[config.mk]
export PLATFORM = sky130hd
export DESIGN_NAME = piso_stream
export DESIGN_NICKNAME = d
export VERILOG_FILES = /design/src/rtl/piso_stream.sv
export SDC_FILE = /design/constraint.sdc
export NUM_CORES = 1
export LEC_CHECK = 0
export CAP_MARGIN = 10
export CORE_ASPECT_RATIO = 0.7
export CORE_MARGIN = 2
export CORE_UTILIZATION = 45
export CTS_CLUSTER_DIAMETER = 50
export CTS_CLUSTER_SIZE = 20
export DETAILED_ROUTE_END_ITERATION = 6
export DONT_BUFFER_PORTS = 1
export SLEW_MARGIN = 25
export SYNTH_ARGS = -nofsm -noshare
export SYNTH_HDL_FRONTEND = slang
export SYNTH_SLANG_ARGS = --single-unit
[constraint.sdc]
create_clock -name i_clk -period 1.7 [get_ports i_clk]
set_input_delay 0.34 -clock i_clk [delete_from_list [all_inputs] [get_ports i_clk]]
set_output_delay 0.34 -clock i_clk [all_outputs]
set_load 0.02 [all_outputs]
[src/rtl/piso_stream.sv]
// Parallel-in/serial-out serializer with valid/ready handshakes on both sides.
// Emits each captured word as DEPTH chunks, MSB- or LSB-first per word, with zero-bubble reload.
module piso_stream #(
  parameter int unsigned DATA_IN_W  = 8,
  parameter int unsigned DATA_OUT_W = 1
) (
  input  logic                  i_clk,
  input  logic                  i_rst,
  input  logic                  i_valid,
  output logic                  o_ready,
  input  logic [DATA_IN_W-1:0]  i_data,
  input  logic                  i_msb_first,
  output logic                  o_valid,
  input  logic                  i_ready,
  output logic [DATA_OUT_W-1:0] o_data,
  output logic                  o_first,
  output logic                  o_last,
  output logic                  o_busy,
  output logic                  o_done
);

  localparam int unsigned DEPTH = DATA_IN_W / DATA_OUT_W;
  localparam int unsigned CNT_W = $clog2(DEPTH);
  localparam logic [CNT_W-1:0] LAST_CNT = CNT_W'(DEPTH - 1);

  if (DEPTH < 2 || DEPTH * DATA_OUT_W != DATA_IN_W) begin : g_bad_params
    $error("piso_stream: DATA_IN_W must be a multiple (>= 2x) of DATA_OUT_W");
  end

  typedef enum logic {StIdle, StShift} state_e;

  state_e                 r_state;
  state_e                 w_state_next;
  logic [CNT_W-1:0]       r_count;
  logic [CNT_W-1:0]       w_count_next;
  logic [DATA_IN_W-1:0]   r_word;
  logic                   r_msb_first;
  logic                   r_done;

  logic                   w_load;
  logic                   w_beat;
  logic                   w_last;
  logic [CNT_W-1:0]       w_sel;
  logic [DEPTH-1:0][DATA_OUT_W-1:0] w_chunks;

  assign o_valid = (r_state == StShift);
  assign o_busy  = o_valid;
  assign w_last  = (r_count == LAST_CNT);
  assign w_beat  = o_valid & i_ready;
  // Ready during the final beat lets the next word load without a bubble.
  assign o_ready = ~i_rst & ((r_state == StIdle) | (w_beat & w_last));
  assign w_load  = i_valid & o_ready;

  assign o_first = o_valid & (r_count == '0);
  assign o_last  = o_valid & w_last;
  assign o_done  = r_done;

  // Chunk DEPTH-1 holds the word's top bits, so MSB-first walks the chunk index downward.
  assign w_chunks = r_word;
  assign w_sel    = r_msb_first ? (LAST_CNT - r_count) : r_count;
  assign o_data   = o_valid ? w_chunks[w_sel] : '0;

  always_comb begin
    w_state_next = r_state;
    w_count_next = r_count;
    unique case (r_state)
      StIdle: begin
        if (w_load) begin
          w_state_next = StShift;
          w_count_next = '0;
        end
      end
      StShift: begin
        if (w_beat) begin
          if (w_last) begin
            w_count_next = '0;
            w_state_next = w_load ? StShift : StIdle;
          end else begin
            w_count_next = r_count + 1'b1;
          end
        end
      end
    endcase
  end

  always_ff @(posedge i_clk) begin
    if (i_rst) begin
      r_state     <= StIdle;
      r_count     <= '0;
      r_word      <= '0;
      r_msb_first <= 1'b0;
      r_done      <= 1'b0;
    end else begin
      r_state <= w_state_next;
      r_count <= w_count_next;
      r_done  <= w_beat & w_last;
      if (w_load) begin
        r_word      <= i_data;
        r_msb_first <= i_msb_first;
      end
    end
  end

endmodule

==> results of run 1 <==
-- cell usage in the layout, fill, tap and decap left out, types with 3 or more instances in the layout --
master and instances:
and2b_1 4, dfxtp_1 9, nand2_1 4, and2b_2 3, clkbuf_4 3, dfxtp_4 3
buf_4 10, mux2_4 9, a32oi_1 3, nor2_1 9, inv_1 3
-- routing by layer --
layer | share of wire (%) | track usage, % | vias up
met3 | 5.7 | 7.57 | 2
met2 | 43 | 24.1 | 16
met4 | 0.86 | 7.14 | 0
met1 | 50 | 21.8 | 300
met5 | 0 | 0 | -
li1 | - | - | 327
-- through the flow --
stage	worst slack [ps]	cell area, um^2	power, mW
after global routing	-228	1030	0.757
final	-155	1030	0.721
after detailed placement	56.3	913	0.482
after floorplan	13.4	881	0.469
after global placement	33.4	913	0.482
after CTS	-160	1010	0.728
-- cell families (layout without fill, tap and decap cells) --
kind of cell               after synthesis  count (layout)  share of synthesized area [%]
adders and majority gates                3               3                           4.30
and+or+nand+nor                         30              30                           19.9
buffers and inverters                   12              19                           8.88
AOI/OAI and AO/OA                       17              17                           15.8
DFF                                     14              14                           32.1
muxes                                   12              12                           19.1
-- cell type report --
cell class | instances | area share [%]
sequential | 14 | 28.5
multi-input combinational | 62 | 55.6
inverter | 4 | 1.45
timing repair buffer | 11 | 8.35
tap | 22 | 2.66
clock buffer | 4 | 3.51
-- registers in the layout, summed over array words and instances, names as in the netlist --
signal and cells:
r_word 8, r_count 3, o_busy 1, o_done 1, r_msb_first 1
-- worst register-to-register path, delay by kind of cell, from the launching register on --
kind                     cells  cell delay, ps
flip-flops                   1             370
multiplexers                 1             300
adder cells (fa/ha/maj)      2             370
AO/OA/AOI/OAI                1             160
AND/OR/NAND/NOR              2             260
-- power by group through the flow --
| stage | logic, mW | registers, mW | clock network (mW) |
|---|---|---|---|
| detailed placement | 0.109 | 0.373 | 0 |
| finish | 0.114 | 0.366 | 0.241 |
| global placement | 0.108 | 0.374 | 0 |
| floorplan | 0.105 | 0.364 | 0 |
| global route | 0.124 | 0.368 | 0.265 |
| CTS | 0.112 | 0.363 | 0.252 |
-- what timing repair did --
action | 4_1_cts | 5_1_grt
resized for setup | 17 | 7
setup endpoints to repair | 4 | 4
pin swaps | 2 | 4
setup buffers | 2 | 0
gates cloned | 0 | 0
-- worst min-delay path by stage --
| stage | cells after the start | startpoint | slack, ps | to |
|---|---|---|---|---|
| detailed placement | 1 | i_rst | 420 | o_busy$_SDFF_PP0_ |
| CTS | 1 | i_rst | 100 | r_count[0]$_SDFFE_PP0P_ |
| floorplan | 2 | i_valid | 460 | o_busy$_SDFF_PP0_ |
| global route | 1 | i_rst | 90 | o_busy$_SDFF_PP0_ |
| global placement | 1 | i_rst | 420 | o_busy$_SDFF_PP0_ |
| finish | 1 | i_rst | 110 | r_count[0]$_SDFFE_PP0P_ |
==> qor.yml, run 1 <==
status:
  outcome: "finished, violations left"
  failing_checks: "negative setup slack"
pwr:
  comb_power_share_pct: 15.8
  leakage_nw: 0.422
  power.switching_fraction_pct: 25.1
  sequentialPowerShare_pct: 50.7
  clockPowerShare_pct: 33.5
  irDropWorstVdd_mv: 0.639
  p_sw_mw: 0.181
  pwr_density_cell_nw_per_um2: 697
  p_int_mw: 0.540
placed_design:
  gp_congestion: 0.957
  place_hpwl_um: 1210
  buffer_ports.inserted: 0
  numPlacedInstances: 111
global_routing:
  wire_length_of_the_first_global_routing_pass_um: 2750
  grt_antenna_before_repair: 0
  grt_start_max_net_pins: 16
  track_usage_pct: 16.7
  global_route.overflow_total: 0
  number_of_global_route_vias_before_repair: 584
critical_path:
  cp.depth: 6
  path_max_fanout: 7
  path_class: "flip-flop to primary output"
  startpoint: "r_count[1]$_SDFFE_PP0P_"
  timing.reg2reg.setup_slack_ps: 140
  path_cells: "buf_6, nand2b_4, o211ai_1, nand3_1, a32oi_2, buf_4"
  cp-start-kind: "flip-flop"
  regToRegEndpoint: "r_msb_first$_SDFFE_PP0P_"
  cp_slowest_stage_delay_ps: 400
  critPathCapture: "o_data"
  critPathTopFamily: "flip-flops"
  critical_path.endpoint_type: "primary output"
  standard_cell_with_the_maximum_stage_delay_on_the_critical_path: "dfxtp_4"
  critical_path_arrival_ps: 1510
  critPathRequiredTime_ps: 1360
  r2r-start: "r_count[0]$_SDFFE_PP0P_"
  rr_worst_depth: 6
  timing.critical_path.buf_inv: 2
synthesis:
  synth_common_cells: "dfxtp_1 (14), nor2_1 (10), mux2_4 (9)"
  yosysTopAreaCellShare_pct: 32.1
  post_synth_num_cell_types: 31
  post_synthesis_area_per_instance_um2: 9.92
  number_of_synthesized_flops_with_an_enable_pin: 0
  postSynthNetCount: 104
  cell_area_synth_um2: 873
  yosysWarningCount: 0
  yosysMostFrequentCell: "dfxtp_1"
  synth-async-reset-ratio_pct: 0
  synth.largest_area_cell: "dfxtp_1"
  netlist_top_cells_area: "dfxtp_1 (32%), mux2_4 (15%), ha_1 (4.3%)"
  syn_inst: 88
  synth_top_flop_cell: "dfxtp_1"
  synth-seq-area-share_pct: 32.1
  ys_ff_latch: 14
clock_network:
  cts_tree: "yes"
  clock_tree.buffer_depth: 2
  cts_buffers: 3
  clk_pin_slew_ps: 90
  cts_root_buf: "clkbuf_4"
  cts_hold_buffers: 0
  clock_insertion_delay_worst_skew_ps: 280
  clock_tree.htree_level_count: 1
  clock-sinks: 14
routing:
  wl_per_cell_um: 14.9
  drt.antenna.violating_nets: 0
  drc_errors: 0
  wirelength_um: 1740
  routed-via-count: 645
  via_per_inst: 5.51
  drt_iter0_drc: 14
  firstDrtPassIters: 4
floorplan:
  placeableCoreArea_um2: 1840
  rows: 13
  floorplan.die.height_um: 40.9
  initial_core_util_pct: 47.5
  top_ports: 20
  full_die_area_um2: 2310
  floorplan.die.width_um: 56.7
sta:
  slew_viol_final: 0
  timing.final.setup_violations: 2
  worstMarginPinSlew_ps: 250
  post_layout_min_period_ps: 1850
  setup-tns-final_ps: -165
  unrepaired_setup_endpoints_after_global_routing: "yes"
  final.hold.worst_slack_ps: 110
  final.setup.worst_slack_ps: -155
  final_worst_path_cycle_share_pct: 109
  finalHoldViolCount: 0
  finClkSkew_ps: 1.72
  maxSlewHeadroom_pct: 82.8
  highest_attainable_clock_frequency_mhz: 539
finish:
  final_layout_size_suffix_gt1_share_pct: 49.5
  n_fill_cell: 168
  finish.utilization_pct: 56.2
  antenna_cells: 0
  finalNonFillerCells: 117
  multi_input_area_um2: 574
  syn2layout_area_growth_pct: 18.3
  area.sequential_um2: 294
  fin_nets: 112
min_path:
  worst_hold_path_type: "primary input to flip-flop"
run:
  cap_viol_max_count: 0
No activity file was read; power rests on OpenSTA's default activity.
==> run 2, diff against run 1 <==
- ABC_AREA: unset -> 1
- CORE_ASPECT_RATIO: 0.7 -> unset
==> run 2 against run 1 <==
Net effect: the flow still finishes with violations (negative setup slack); final cell count up 21%; global-route usage up 2.2 points; cell area up 2.8%.
==> qor.yml, run 2 <==
clock_network:
  clock_insertion_delay_worst_skew_ps: 280  # about the same
  clk_pin_slew_ps: 80  # about the same
  clock_tree.htree_level_count: 1  # unchanged
  cts_tree: "yes"
  cts_buffers: 3  # unchanged
  cts_hold_buffers: 0  # unchanged
  clock_tree.buffer_depth: 2  # unchanged
  cts_root_buf: "clkbuf_4"
  clock-sinks: 14  # unchanged
routing:
  routed-via-count: 712  # +10%
  firstDrtPassIters: 4  # unchanged
  wirelength_um: 1660  # -4.3%
  wl_per_cell_um: 11.8  # -21%
  drc_errors: 0  # unchanged
  drt_iter0_drc: 13  # -1
  drt.antenna.violating_nets: 0  # unchanged
  via_per_inst: 5.05  # -8.4%
finish:
  final_layout_size_suffix_gt1_share_pct: 35.2  # -14 points
  final_cell_area_um2: 1060  # +2.8%
  n_fill_cell: 140  # -17%
  max_flop_register: "r_word"
  final_common_cell: "nand2_1"
  fin_nets: 142  # +27%
  top_regs: "r_word x8, r_count x3"
  syn2layout_area_growth_pct: 41.5
  layout.cells.most_common_list: "nand2_1 (23), nand3_1 (21), dfxtp_1 (11), buf_4 (11), inv_1 (10)"
  antenna_cells: 0  # unchanged
  largest_register_ffs: 8  # unchanged
pwr:
  leakage_nw: 0.505  # +20%
  irDropWorstVdd_mv: 0.461  # -28%
  pwr_density_cell_nw_per_um2: 737  # +5.8%
  p_total_mw: 0.783  # +8.7%
synthesis:
  synth_common_cells: "nand2_1 (27), nand3_1 (24), dfxtp_1 (14), inv_1 (14), nor2_1 (7)"
  yosysWarningCount: 0  # unchanged
  cell_area_synth_um2: 751  # -14%
  synth-seq-area-share_pct: 37.3  # +5.2 points
  postSynthNetCount: 125  # +20%
  yosysTopAreaCellShare_pct: 37.3  # +5.2 points
  yosysMostFrequentCell: "nand2_1"
  post_synth_num_cell_types: 20  # -35%
  post_synthesis_area_per_instance_um2: 6.89  # -31%
  number_of_synthesized_flops_with_an_enable_pin: 0  # unchanged
  synth-async-reset-ratio_pct: 0  # unchanged
  netlist_top_cells_area: "dfxtp_1 (37%), nand3_1 (16%), nand2_1 (14%)"
  syn_inst: 109  # +24%
  ys_ff_latch: 14  # unchanged
  synth_top_flop_cell: "dfxtp_1"
  synth.largest_area_cell: "dfxtp_1"
critical_path:
  rr_worst_depth: 11  # +5
  critical-path-top-cell-by-count: "nand3_2"
  startpoint: "r_msb_first$_SDFFE_PP0P_"
  critPathRequiredTime_ps: 1360  # about the same
  critical_path_arrival_ps: 1420  # -90 ps
  path_class: "flip-flop to primary output"
  cp-start-kind: "flip-flop"
  critical_path.endpoint_type: "primary output"
  r2r-start: "r_count[1]$_SDFFE_PP0P_"
  regToRegEndpoint: "r_word[2]$_SDFFE_PP0P_"
  timing.reg2reg.setup_slack_ps: 130  # about the same
  path_max_fanout: 6  # -1
  standard_cell_with_the_maximum_stage_delay_on_the_critical_path: "dfxtp_4"
  path_cells: "buf_6, xnor2_4, nand3_2, nand3_2, nand2_1, nor2_1, buf_4"
  cp_slowest_stage_delay_ps: 400  # about the same
sta:
  finalHoldViolCount: 0  # unchanged
  setup-tns-final_ps: -92.4  # +72.2 ps
  slew_viol_final: 0  # unchanged
  final.hold.worst_slack_ps: 110  # -0.704 ps
  unrepaired_setup_endpoints_after_global_routing: "yes"
  post_layout_min_period_ps: 1760  # -98.8 ps
  final.setup.worst_slack_ps: -56.0  # +98.8 ps
  maxSlewHeadroom_pct: 84.9  # +2.1 points
  finClkSkew_ps: 2.76  # +1.04 ps
  timing.final.setup_violations: 2  # unchanged
  worstMarginPinSlew_ps: 226  # -24.4 ps
  final_worst_path_cycle_share_pct: 103  # -5.8 points
  highest_attainable_clock_frequency_mhz: 569  # +5.6%
floorplan:
  rows: 14  # +1
  top_ports: 20  # unchanged
  placeableCoreArea_um2: 1540  # -16%
  floorplan.die.height_um: 44.8  # +9.8%
  floorplan.die.width_um: 44.8  # -21%
  initial_core_util_pct: 48.7  # +1.2 points
  full_die_area_um2: 2010  # -13%
placed_design:
  post-place-ws_ps: 117  # +61.2 ps
  buffer_ports.inserted: 0  # unchanged
  gp_congestion: 0.800  # -16%
  place_hpwl_um: 1110  # -8.1%
  placed_cell_area_um2: 812  # -11%
global_routing:
  global_route.overflow_total: 0  # unchanged
  number_of_global_route_vias_before_repair: 658  # +13%
  grt_antenna_before_repair: 0  # unchanged
  grt_start_max_net_pins: 13  # -3
  wire_length_of_the_first_global_routing_pass_um: 2730  # -0.76%
  track_usage_pct: 18.9  # +2.2 points
min_path:
  hold-path-cell-count: 1  # unchanged
  worst_hold_path_type: "primary input to flip-flop"
  hold_end: "r_count[1]$_SDFFE_PP0P_"
  worst_hold_launch: "i_rst"
run:
  cap_viol_max_count: 0  # unchanged
status:
  outcome: "finished, violations left"
  failing_checks: "negative setup slack"
run 2: what timing repair did:
| item | in CTS | in global routing |
|---|---|---|
| pin swaps | 5 | 6 |
| gates resized for setup | 19 | 13 |
| buffers inserted | 5 | 2 |
| setup endpoints to repair | 2 | 12 |
| cloned | 1 | 0 |
run 2: stage by stage:
step / std cells / utilization, %
final: 141 / 68.9
after global placement: 129 / 52.7
after floorplan: 109 / -
after CTS: 139 / 64.0
after detailed placement: 129 / 52.7
after global routing: 141 / 68.9
run 2: worst max-delay path by stage:
stage                    to  slack (ps)
CTS                 o_ready         -60
detailed placement  o_ready         120
global placement    o_ready         150
floorplan           o_ready         150
global route         o_data        -160
finish               o_data         -60
run 2: where the power goes:
part	total (mW)	internal, mW	switching, mW
Combinational	0.182	0.0902	0.0919
Sequential	0.362	0.346	0.0155
Clock	0.239	0.130	0.109
run 2: layout make-up:
| cell class | count | area, um^2 | area share [%] |
|---|---|---|---|
| repair buffers | 16 | 169 | 15.9 |
| clock buffers | 4 | 36.3 | 3.42 |
| well taps | 16 | 20.0 | 1.88 |
| flip-flops and latches | 14 | 287 | 27.0 |
| inverters | 15 | 58.8 | 5.54 |
| multi-input cells | 76 | 492 | 46.3 |
run 2: cells by family after synthesis:
logic type,after synthesis,share of synthesized area (%)
AND/OR/NAND/NOR,64,38.2
adder cells (fa/ha/maj),3,5.00
AO/OA/AOI/OAI,6,4.33
flip-flops,14,37.3
buffers and inverters,19,11.7
XOR/XNOR,3,3.50
run 2: per-layer routing:
layer	GRT usage [%]	vias to the layer above	wire length, um
met2	28.7	28	755
met1	24.2	299	777
met5	0	-	0
li1	-	381	-
met4	10.6	0	31
met3	5.20	4	99
run 2: worst max-delay path: cells and delay by family, from the launching register on:
kind                      cells  cell delay, ps
xor gates and xnor gates      1             170
buffers and inverters         2             280
DFF                           1             400
and+or+nand+nor               4             280
